File: src/rtl/usb_pkg.sv
// Shared USB definitions for the RX and TX packet FSMs: PID and SYNC bytes,
// the packet-type code reported to the protocol controller, and the CRC16 helper.
package usb_pkg;

    localparam logic [7:0] SYNC_BYTE = 8'h80;

    localparam logic [7:0] PID_DATA0 = 8'hC3;
    localparam logic [7:0] PID_ACK   = 8'hD2;
    localparam logic [7:0] PID_NAK   = 8'h5A;
    localparam logic [7:0] PID_IN    = 8'h69;
    localparam logic [7:0] PID_OUT   = 8'hE1;

    typedef enum logic [2:0] {
        PKT_NONE  = 3'd0,
        PKT_DATA0 = 3'd1,
        PKT_ACK   = 3'd2,
        PKT_NAK   = 3'd3,
        PKT_IN    = 3'd4,
        PKT_OUT   = 3'd5
    } rx_packet_t;

    localparam logic [15:0] CRC16_POLY     = 16'h8005;
    localparam logic [15:0] CRC16_INIT     = 16'hFFFF;
    localparam logic [15:0] CRC16_RESIDUAL = 16'h800D;

    // Bits enter LSB first, matching their order on the wire.
    function automatic logic [15:0] crc16_next(input logic [15:0] crc, input logic [7:0] data);
        logic [15:0] c;
        logic        fb;
        c = crc;
        for (int i = 0; i < 8; i++) begin
            fb = c[15] ^ data[i];
            c  = {c[14:0], 1'b0};
            if (fb) begin
                c = c ^ CRC16_POLY;
            end
        end
        return c;
    endfunction

    function automatic rx_packet_t pid_decode(input logic [7:0] pid);
        rx_packet_t pkt;
        pkt = PKT_NONE;
        if (pid[7:4] == ~pid[3:0]) begin
            case (pid)
                PID_DATA0: pkt = PKT_DATA0;
                PID_ACK:   pkt = PKT_ACK;
                PID_NAK:   pkt = PKT_NAK;
                PID_IN:    pkt = PKT_IN;
                PID_OUT:   pkt = PKT_OUT;
                default:   pkt = PKT_NONE;
            endcase
        end
        return pkt;
    endfunction

endpackage

File: src/rtl/usb_crc16_byte.sv
// Byte-wide USB CRC16 accumulator with synchronous clear and update enable.
// Instantiated by usb_rx_fsm only when USB_RX_CRC_CHECK_EN is defined.
module usb_crc16_byte
    import usb_pkg::*;
(
    input  logic        clk,
    input  logic        rst,
    input  logic        clear,
    input  logic        enable,
    input  logic [7:0]  data,
    output logic [15:0] crc
);

    always_ff @(posedge clk) begin
        if (rst || clear) begin
            crc <= CRC16_INIT;
        end else if (enable) begin
            crc <= crc16_next(crc, data);
        end
    end

endmodule

File: src/rtl/usb_rx_fsm.sv
// USB full-speed receive packet controller: SYNC/PID check, token field capture,
// payload streaming with CRC stripping. Define USB_RX_CRC_CHECK_EN to verify CRC16.
module usb_rx_fsm
    import usb_pkg::*;
#(
    parameter int MAX_DATA_BYTES = 64
)
(
    input  logic       clk,
    input  logic       rst,
    input  logic       byte_valid,
    input  logic [7:0] rx_byte,
    input  logic       eop,
    input  logic       bit_error,
    input  logic       buffer_full,
    output logic       store_rx_data,
    output logic [7:0] rx_data,
    output logic [2:0] rx_packet,
    output logic       rx_data_ready,
    output logic       rx_error,
    output logic [6:0] rx_data_size,
    output logic       rx_transfer_active,
    output logic [6:0] token_addr,
    output logic [3:0] token_endp,
    output logic [2:0] state_val
);

    // Low three bits are the debug code, so state_val is a direct flop tap.
    typedef enum logic [3:0] {
        S_IDLE     = 4'h0,
        S_PID      = 4'h1,
        S_TOK1     = 4'h2,
        S_TOK2     = 4'hA,
        S_DATA     = 4'h3,
        S_ERR      = 4'h5,
        S_WAIT_EOP = 4'h6,
        S_DONE     = 4'h7
    } state_t;

    localparam logic [6:0] MAX_COUNT = 7'(MAX_DATA_BYTES);

    state_t     state;
    logic [7:0] h0;
    logic [7:0] h1;
    logic       h0_v;
    logic       h1_v;
    logic [6:0] count;
    logic       prev_bit7;
    logic       eop_pend;
    logic       eop_now;
    logic       crc_ok;
    rx_packet_t pid_pkt;

    // A byte coinciding with eop is handled first; the eop is replayed next cycle.
    assign eop_now   = eop_pend | (eop & ~byte_valid);
    assign pid_pkt   = pid_decode(rx_byte);
    assign state_val = state[2:0];

`ifdef USB_RX_CRC_CHECK_EN
    logic [15:0] crc;
    logic        crc_clear;
    logic        crc_en;

    assign crc_clear = (state == S_IDLE);
    assign crc_en    = (state == S_DATA) && byte_valid && !bit_error;

    usb_crc16_byte u_crc16 (
        .clk    (clk),
        .rst    (rst),
        .clear  (crc_clear),
        .enable (crc_en),
        .data   (rx_byte),
        .crc    (crc)
    );

    assign crc_ok = (crc == CRC16_RESIDUAL);
`else
    assign crc_ok = 1'b1;
`endif

    // NOTE: every register here uses <= so all next-state terms see the pre-edge values.
    always_ff @(posedge clk) begin
        if (rst) begin
            state              <= S_IDLE;
            h0                 <= '0;
            h1                 <= '0;
            h0_v               <= 1'b0;
            h1_v               <= 1'b0;
            count              <= '0;
            prev_bit7          <= 1'b0;
            eop_pend           <= 1'b0;
            store_rx_data      <= 1'b0;
            rx_data            <= '0;
            rx_packet          <= PKT_NONE;
            rx_data_ready      <= 1'b0;
            rx_error           <= 1'b0;
            rx_data_size       <= '0;
            rx_transfer_active <= 1'b0;
            token_addr         <= '0;
            token_endp         <= '0;
        end else begin
            store_rx_data <= 1'b0;
            rx_data_ready <= 1'b0;
            rx_error      <= 1'b0;
            eop_pend      <= eop & byte_valid;

            if (bit_error && state != S_IDLE && state != S_ERR) begin
                state              <= S_ERR;
                rx_error           <= 1'b1;
                rx_transfer_active <= 1'b0;
            end else begin
                case (state)
                    S_IDLE: begin
                        if (byte_valid) begin
                            if (rx_byte == SYNC_BYTE) begin
                                state              <= S_PID;
                                rx_transfer_active <= 1'b1;
                                rx_packet          <= PKT_NONE;
                                count              <= '0;
                                h0_v               <= 1'b0;
                                h1_v               <= 1'b0;
                            end else begin
                                state    <= S_ERR;
                                rx_error <= 1'b1;
                            end
                        end
                    end

                    S_PID: begin
                        if (byte_valid) begin
                            rx_packet <= pid_pkt;
                            case (pid_pkt)
                                PKT_DATA0:        state <= S_DATA;
                                PKT_ACK, PKT_NAK: state <= S_WAIT_EOP;
                                PKT_IN, PKT_OUT:  state <= S_TOK1;
                                default: begin
                                    state              <= S_ERR;
                                    rx_error           <= 1'b1;
                                    rx_transfer_active <= 1'b0;
                                end
                            endcase
                        end else if (eop_now) begin
                            state              <= S_ERR;
                            rx_error           <= 1'b1;
                            rx_transfer_active <= 1'b0;
                        end
                    end

                    S_DATA: begin
                        if (byte_valid) begin
                            if (h0_v && h1_v) begin
                                if (buffer_full || count == MAX_COUNT) begin
                                    state              <= S_ERR;
                                    rx_error           <= 1'b1;
                                    rx_transfer_active <= 1'b0;
                                end else begin
                                    store_rx_data <= 1'b1;
                                    rx_data       <= h1;
                                    h1            <= h0;
                                    h0            <= rx_byte;
                                    count         <= count + 7'd1;
                                end
                            end else begin
                                h1   <= h0;
                                h1_v <= h0_v;
                                h0   <= rx_byte;
                                h0_v <= 1'b1;
                            end
                        end else if (eop_now) begin
                            // The two held bytes are the CRC and are never written out.
                            if (h0_v && h1_v && crc_ok) begin
                                state              <= S_DONE;
                                rx_data_ready      <= 1'b1;
                                rx_data_size       <= count;
                                rx_transfer_active <= 1'b0;
                            end else begin
                                state              <= S_ERR;
                                rx_error           <= 1'b1;
                                rx_transfer_active <= 1'b0;
                            end
                        end
                    end

                    S_TOK1: begin
                        if (byte_valid) begin
                            token_addr <= rx_byte[6:0];
                            prev_bit7  <= rx_byte[7];
                            state      <= S_TOK2;
                        end else if (eop_now) begin
                            state              <= S_ERR;
                            rx_error           <= 1'b1;
                            rx_transfer_active <= 1'b0;
                        end
                    end

                    S_TOK2: begin
                        if (byte_valid) begin
                            token_endp <= {rx_byte[2:0], prev_bit7};
                            state      <= S_WAIT_EOP;
                        end else if (eop_now) begin
                            state              <= S_ERR;
                            rx_error           <= 1'b1;
                            rx_transfer_active <= 1'b0;
                        end
                    end

                    S_WAIT_EOP: begin
                        if (byte_valid) begin
                            state              <= S_ERR;
                            rx_error           <= 1'b1;
                            rx_transfer_active <= 1'b0;
                        end else if (eop_now) begin
                            state              <= S_DONE;
                            rx_data_ready      <= 1'b1;
                            rx_data_size       <= count;
                            rx_transfer_active <= 1'b0;
                        end
                    end

                    S_DONE: begin
                        state <= S_IDLE;
                    end

                    S_ERR: begin
                        if (eop_now) begin
                            state <= S_IDLE;
                        end
                    end

                    default: begin
                        state              <= S_ERR;
                        rx_error           <= 1'b1;
                        rx_transfer_active <= 1'b0;
                    end
                endcase
            end
        end
    end

endmodule

File: config.mk
export PLATFORM = sky130hd
export DESIGN_NAME = usb_rx_fsm
export DESIGN_NICKNAME = d
export VERILOG_FILES = /design/src/rtl/usb_pkg.sv /design/src/rtl/usb_crc16_byte.sv /design/src/rtl/usb_rx_fsm.sv
export SDC_FILE = /design/constraint.sdc
export NUM_CORES = 1
export LEC_CHECK = 0
export ABC_AREA = 1
export CAP_MARGIN = 20
export CELL_PAD_IN_SITES_DETAIL_PLACEMENT = 2
export CELL_PAD_IN_SITES_GLOBAL_PLACEMENT = 2
export CORE_MARGIN = 2
export CORE_UTILIZATION = 27
export DETAILED_ROUTE_END_ITERATION = 10
export GPL_TIMING_DRIVEN = 1
export PLACE_DENSITY_LB_ADDON = 0.05
export SYNTH_ARGS = -nofsm -noshare
export SYNTH_HDL_FRONTEND = slang
export SYNTH_SLANG_ARGS = --single-unit
File: constraint.sdc
create_clock -name clk -period 1.65 [get_ports clk]
set_input_delay 0.165 -clock clk [delete_from_list [all_inputs] [get_ports clk]]
set_output_delay 0.165 -clock clk [all_outputs]
set_load 0.02 [all_outputs]
==> metrics.md, run 1 <==
| Metric | Value |
|---|---|
| Placed cell area | 4560 um^2 |
| Hold_buf cts | 0 |
| Critical path cell sequence | nor2_2 -> nand2_2 -> nand3_4 -> inv_8 -> nor2_8 -> nand3_4 -> buf_6 -> a21oi_1 |
| Status | finished, violations left |
| Setup TNS Final | -0.141 ns |
| Maximum vdd drop | 0.555 mV |
| RSZ-0062 raised after global routing | yes |
| Final #Nets | 628 |
| Final hold viol count | 0 |
| Initial antenna violation count | 0 |
| Crit Path Class | reg2reg |
| Hold WC Path Type | in2reg |
| Largest family of logic cells by synthesized area | simple AND/OR/NAND/NOR gates |
| Worst-margin pin slew | 0.332 ns |
| Most frequent CP cell | nand3_4 |
| Clk_lat worst skew | 0.34 ns |
| Hold path endpoint | token_addr[0] |
| Finished Cell Area | 5220 um^2 |
| Worst flop-to-flop path startpoint | state[1] |
| Vias in the first global route | around 4,000 |
| Die W | 114 um |
| Post-synth EDFFs | 0 |
| Min Clock Period, post-route | between 1.5 and 2 ns |
| Critical Path End Type | flip-flop |
| Antenna diodes | 0 |
| I/O pin count | 50 |
| Violated checks | setup timing |
| Synth Area in Compound Gates | 0.158 |
| Clock slew at reported path FFs | approximately 0.06 ns |
| Crit path max fanout | 7 |
| Max Fclk | 0.595 GHz |
| TritonRoute pass-1 iters | 4 |
| Antenna Violating Nets Remaining | 0 |
| Headroom to the max-slew limit | 0.777 |
| Critical Path Slowest Stage Cell | dfxtp_4 |
| Hold Path Stages | 3 |
| Synth warn | 0 |
| Synthesis-to-finish area growth | 58.5% |
| Worst reg2reg path endpoint | token_addr[4] |
| Final Util | 0.437 |
| Hold_ws | around 0.25 ns |
| Drc violations | 0 |
| Power per standard cell area | 1260 nW/um^2 |
| Endpoints failing setup | 8 |
| Clock Skew | 0.00500 ns |
| CP required | 1.92 ns |
| Mux cell area share after synthesis | 0 |
| Row cnt | 40 |
| DPL Wire Length | between 9000 and 10,000 um |
| CP startpoint kind | flip-flop |
| Syn_nets | 481 |
| Buffer levels on the longest clock path | 2 |
| Sequential area share after synthesis | 0.389 |
| Adder-Cell Fraction of Synth Area | 0.00760 |
| 1st-iter DRT viols | between 100 and 150 |
| Synth Area per Inst | 7.08 um^2 |
| Via density | 4.84 |
| Filler cells | about 1,400 |
| Post-synth cell types | 33 |
| Total GRT Usage | 0.200 |
| Area share of the largest cell type after synthesis | 0.389 |
| Synth area leaders | dfxtp_1 39%, nand2_1 10%, a21oi_1 8.4% |
| Area share of xor/xnor cells in the synthesized design | 0.0133 |
| Avg WL per Cell | roughly 17 um |
| Maxcap violations | 0 |
| Post-synthesis cell count | around 470 |
| H-tree depth | 3 |
| Via count | about 3,700 |
| Fin crit share | 1.02 |
| Leak | 2.22 nW |
| Largest net degree at the start of global routing | 25 |
| GRT Residual Overflow | 0 |
| Critical Path Start | state[1] |
| Routed wire length | 13,100 um |
| CTS buffer count | 9 |
| Die Area | 13,100 um^2 |
| Mapped Area | 3290 um^2 |
| Die height | 114 um |
| Port-buffer cells | 49 |
| Top-count cell post-synth | nand2_1 |
| CP arrival | 1.95 ns |
| Worst R2R Path Depth | 8 |
| Initial Util | 0.275 |
| Post-synth top area cell | dfxtp_1 |
| Synth Register Bits | 64 |
| Hold Startpoint | rx_byte[0] |
| FF-to-FF setup slack | -0.03 ns |
| Ys async rst share | 0 |
| RD Place Congestion | just under 0.9 |
| Synth top cells by count | 90 x nand2_1, 64 x dfxtp_1, 55 x a21oi_1 |
| CTS tree | done |
| Core Footprint | 12,000 um^2 |
| Clock sink count | 64 |
| Slew Limit Fails | 0 |
| Setup ws final | -0.0299 ns |
| CTS root buffer | clkbuf_16 |
| Simple-gate share of the synthesized area | 0.327 |
| First-pass GRT wire length | approximately 20,000 um |
| Layout cells sized above 1 | 0.321 |
| Post-synth top flop | dfxtp_1 |
| CP max stage delay | ~0.37 ns |
==> cells by family after synthesis <==
family / count (synthesis)
XOR/XNOR: 5
AO/OA/AOI/OAI: 99
adder cells (fa/ha/maj): 2
buffers and inverters: 76
AND/OR/NAND/NOR: 219
flip-flops: 64
==> per-layer routing <==
layer | share of wire | up-vias | track usage
met5 | 0 | - | 0
met4 | 0.016 | 0 | 0.0683
met3 | 0.020 | 15 | 0.0270
met2 | 0.53 | 47 | 0.372
met1 | 0.43 | 1829 | 0.234
li1 | - | 1805 | -
==> through the flow <==
stage | power (mW) | instances | setup WS [ns]
after floorplan | 3.15 | 465 | 0.0495
after global placement | 4.24 | 733 | -0.198
after detailed placement | 4.31 | 733 | -0.292
after CTS | 6.40 | 757 | -0.00710
after global routing | 6.92 | 764 | -0.112
final | 6.58 | 764 | -0.0299
==> power breakdown <==
part	total, mW	switching (mW)	internal, mW
Sequential	1.78	0.115	1.66
Combinational	2.97	1.69	1.28
Clock	1.83	0.772	1.06
==> repair_timing <==
action	in CTS	in global routing
resized for setup	32	49
endpoints found under the setup margin	61	59
gates cloned	1	0
pin swaps	5	17
setup buffers	7	7
endpoints found under the hold margin	0	0
==> layout by cell type (no fill, tap or decap), types with 3 or more instances in the layout <==
master	Yosys	routed
a21oi_1	55	48
a21oi_2	0	7
buf_12	0	5
buf_4	4	90
buf_6	5	10
clkbuf_16	0	9
clkdlybuf4s50_1	0	46
dfxtp_1	64	59
dfxtp_4	0	3
inv_1	51	47
inv_2	5	9
nand2_1	90	82
nand2_2	3	8
nand2_4	2	5
nand3_1	41	34
nand3_2	2	6
nand3_4	2	6
nand4_1	4	4
nor2_1	52	45
nor2_2	3	7
nor2_4	7	10
nor3_1	6	6
nor3_4	3	3
o21ai_0	37	27
o21ai_1	2	7
o21ai_2	2	7
xor2_1	3	3
==> worst max-delay path, delay by kind of cell (launching register included) <==
| family | cells | cell delay, ns |
|---|---|---|
| flops | 1 | 0.37 |
| buf+inv | 2 | 0.25 |
| simple gates | 5 | 0.85 |
| compound gates | 1 | 0.13 |
==> layout make-up <==
type | count | area, um^2 | share of cell area
Clock inverter | 6 | 43.8 | 0.00839
Inverter | 57 | 221 | 0.0424
Clock buffer | 10 | 239 | 0.0458
Sequential cell | 64 | 1290 | 0.248
Multi-Input combinational cell | 326 | 1860 | 0.355
Tap cell | 147 | 184 | 0.0352
Timing Repair Buffer | 154 | 1380 | 0.265
==> registers in the layout (all words and copies together), names as in the netlist <==
register and count:
rx_data_ready 1, count 7, state 4, store_rx_data 1, h0 8, rx_data 8
h1 8, token_addr 7, h1_v 1, rx_data_size 7, eop_pend 1, rx_error 1
h0_v 1, token_endp 4, rx_packet 3, rx_transfer_active 1, prev_bit7 1
==> how the worst max path moves through the flow <==
| stage | to | slack [ns] | depth (start not counted) |
|---|---|---|---|
| 3_3_place_gp | state[2] | -0.20 | 11 |
| 3_5_place_dp | rx_data[7] | -0.29 | 8 |
| 5_1_grt | rx_data[7] | -0.11 | 8 |
| 4_1_cts | token_addr[3] | -0.007 | 9 |
| 6_report | token_addr[4] | -0.03 | 8 |
| 2_1_floorplan | h1[4] | 0.05 | 11 |
Power figures use the tool's default switching activity.
==> run 2, diff against run 1 <==
--- a/config.mk
+++ b/config.mk
@@ -14,6 +14,7 @@
 export DETAILED_ROUTE_END_ITERATION = 10
 export GPL_TIMING_DRIVEN = 1
 export PLACE_DENSITY_LB_ADDON = 0.05
+export SKIP_LAST_GASP = 1
 export SYNTH_ARGS = -nofsm -noshare
 export SYNTH_HDL_FRONTEND = slang
 export SYNTH_SLANG_ARGS = --single-unit
==> run 2 against run 1 <==
Against the previous run: the flow still finishes with violations (setup timing); largest cell class unchanged; critical path depth is 1 higher; flip-flop and latch count did not move; via count rose by 1.2%; cell area grew 2.6%; first-iteration DRC count decreased by 11%; fmax grew 0.15%; hold slack better by 0.087 ns; total power up 3.0%; die area did not move; utilization rose by 1.2 points; worst setup slack improved by 0.0025 ns.
==> metrics.md, run 2 (synthesis gave the netlist of run 1 again) <==
| Metric | Value |
|---|---|
| CP required | 1.92 ns (about the same) |
| FF-to-FF setup slack | -0.03 ns (about the same) |
| Antenna diodes | 0 (unchanged) |
| Clock power frac | 0.272 (was 0.279) |
| Die Area | 13,100 um^2 (unchanged) |
| Synthesis-to-finish area growth | 62.7% (was 58.5%) |
| Min Clock Period, post-route | 1.68 ns (about the same) |
| 1st-iter DRT viols | 127 (was 142) |
| Crit Path Class | reg2reg (unchanged) |
| Largest net degree at the start of global routing | 25 (unchanged) |
| RD Place Congestion | 0.867 (unchanged) |
| Met2 Use GR | 0.372 (about the same) |
| Initial Util | 0.275 (unchanged) |
| Commonest cells after routing, fill and taps aside | 89 x buf_4, 78 x nand2_1, 58 x dfxtp_1 (was 90 x buf_4, 82 x nand2_1, 59 x dfxtp_1) |
| Maxcap violations | 0 (unchanged) |
| Via count | 3,739 (was 3,696) |
| RSZ-0062 raised after global routing | yes (unchanged) |
| TritonRoute pass-1 iters | 4 (unchanged) |
| DPL Wire Length | 9510 um (unchanged) |
| Status | finished, violations left (unchanged) |
| Finished Cell Area | 5360 um^2 (was 5220 um^2) |
| I/O pin count | 50 (unchanged) |
| First-pass GRT wire length | 20,100 um (about the same) |
| Worst R2R Path Depth | 9 (was 8) |
| CTS tree | done (unchanged) |
| Part of the power in registers | 0.264 (was 0.270) |
| Maximum vdd drop | 0.504 mV (was 0.555 mV) |
| Clock slew at reported path FFs | 0.06 ns (about the same) |
| Placed cell area | 4560 um^2 (unchanged) |
| Worst flop-to-flop path startpoint | state[2] (was state[1]) |
| Initial antenna violation count | 0 (unchanged) |
| Final #Nets | 631 (was 628) |
| Core Footprint | 12,000 um^2 (unchanged) |
| Net switching power | 2.71 mW (was 2.57 mW) |
| Dpl ws | -0.292 ns (unchanged) |
| Total GRT Usage | 0.200 (about the same) |
| Die W | 114 um (unchanged) |
| Gr busiest metal | met2 (unchanged) |
| Critical Path End Type | flip-flop (unchanged) |
| Row cnt | 40 (unchanged) |
| Multi-input gate area | 1960 um^2 (was 1860 um^2) |
| Max Fclk | 0.596 GHz (was 0.595 GHz) |
| Layout cells sized above 1 | 0.353 (was 0.321) |
| Final hold viol count | 0 (unchanged) |
| Setup TNS Final | -0.255 ns (was -0.141 ns) |
| Drc violations | 0 (unchanged) |
| Headroom to the max-slew limit | 0.779 (was 0.777) |
| H-tree depth | 3 (unchanged) |
| Clk_lat worst skew | 0.34 ns (about the same) |
| Die height | 114 um (unchanged) |
| Worst-margin pin slew | 0.329 ns (was 0.332 ns) |
| Hold path endpoint | token_endp[2] (was token_addr[0]) |
| Met1 Usage GRT | 0.234 (unchanged) |
| Hold_buf cts | 0 (unchanged) |
| Buffer levels on the longest clock path | 2 (unchanged) |
| Commonest non-fill, non-tap cell in the layout | buf_4 (unchanged) |
| Endpoints failing setup | 17 (was 8) |
| Vias in the first global route | 3,995 (was 3,988) |
| Leak | 2.24 nW (was 2.22 nW) |
| CP startpoint kind | flip-flop (unchanged) |
| Filler cells | 1,384 (was 1,385) |
| Final Util | 0.448 (was 0.437) |
| Via density | 4.87 (was 4.84) |
| Port-buffer cells | 49 (unchanged) |
| Antenna Violating Nets Remaining | 0 (unchanged) |
| Setup ws final | -0.0274 ns (was -0.0299 ns) |
| Hold Startpoint | rx_byte[1] (was rx_byte[0]) |
| Fin crit share | 1.02 (about the same) |
| Hold Path Stages | 4 (was 3) |
| Sw Ratio | 0.399 (was 0.391) |
| Sequential Area | 1300 um^2 (was 1290 um^2) |
| Avg WL per Cell | 18.0 um (was 17.1 um) |
| Internal Power | 4.07 mW (was 4.00 mW) |
| Violated checks | setup timing (unchanged) |
| Slew Limit Fails | 0 (unchanged) |
| Routed wire length | 13,800 um (was 13,100 um) |
| Power per standard cell area | 1260 nW/um^2 (about the same) |
| CP arrival | 1.95 ns (about the same) |
| CTS root buffer | clkbuf_16 (unchanged) |
| M3 GR Usage | 0.0270 (unchanged) |
| Biggest registers after layout | h0 x8, h1 x8, rx_data x8 (unchanged) |
| CTS buffer count | 9 (unchanged) |
| Clock sink count | 64 (unchanged) |
| GRT Residual Overflow | 0 (unchanged) |
| Clock Skew | 0.00532 ns (was 0.00500 ns) |
| Crit path max fanout | 7 (unchanged) |
| Worst reg2reg path endpoint | rx_data[3] (was token_addr[4]) |
| Hold WC Path Type | in2reg (unchanged) |
| Combinational Power Share | 0.465 (was 0.451) |
run 2: changes by cell type in the layout (fill, tap and decap cells not counted), sizes merged:
cell and delta:
clkdlybuf4s50 +1, nand2 +1, dlymetal6s2s -1, buf +2
run 2: worst max path at each step:
stage	startpoint	to	slack, ns	cells after the start
3_5_place_dp	byte_valid	rx_data[7]	-0.29	8
5_1_grt	count[6]	state[1]	-0.11	9
4_1_cts	state[1]	token_addr[0]	-0.02	9
6_report	state[2]	rx_data[3]	-0.03	9
2_1_floorplan	count[0]	h1[4]	0.05	11
3_3_place_gp	rx_byte[2]	state[2]	-0.20	11
run 2: power by group through the flow:
stage,Combinational (mW),Sequential [mW],Clock (mW)
floorplan,1.33,1.82,0
finish,3.15,1.79,1.84
detailed placement,2.52,1.79,0
CTS,2.74,1.78,1.88
global placement,2.46,1.78,0
global route,3.38,1.80,1.94
run 2: routing by layer:
| layer | routed length (um) | vias up | share of wire |
|---|---|---|---|
| li1 | - | 1809 | - |
| met1 | 5850 | 1864 | 0.42 |
| met2 | 7440 | 48 | 0.54 |
| met3 | 276 | 18 | 0.020 |
| met4 | 259 | 0 | 0.019 |
| met5 | 0 | - | 0 |
run 2: cell type report:
type / count / area share
Tap cell: 147 / 0.0343
Multi-Input combinational cell: 327 / 0.365
Clock inverter: 6 / 0.00817
Inverter: 57 / 0.0413
Clock buffer: 10 / 0.0446
Timing Repair Buffer: 156 / 0.264
Sequential cell: 64 / 0.242
run 2: worst max-delay path, stage by stage (launching register included):
cell	delay [ns]
dfxtp_4	0.36
nor2_4	0.19
nand3_4	0.12
nor2_4	0.19
buf_4	0.16
nand3_4	0.11
nor2_4	0.16
buf_12	0.13
o21ai_0	0.07
a21oi_1	0.12
run 2: through the flow:
step	hold WS, ns	total power [mW]	std cells
global route	0.386	7.12	767
detailed placement	0.444	4.31	733
global placement	0.432	4.24	733
floorplan	0.304	3.15	465
CTS	0.435	6.39	757
finish	0.339	6.78	767
run 2: what timing repair did:
item | CTS | global route
pin swaps | 5 | 36
setup buffers | 7 | 9
endpoints found under the setup margin | 61 | 59
resized for setup | 29 | 75
gates cloned | 1 | 1
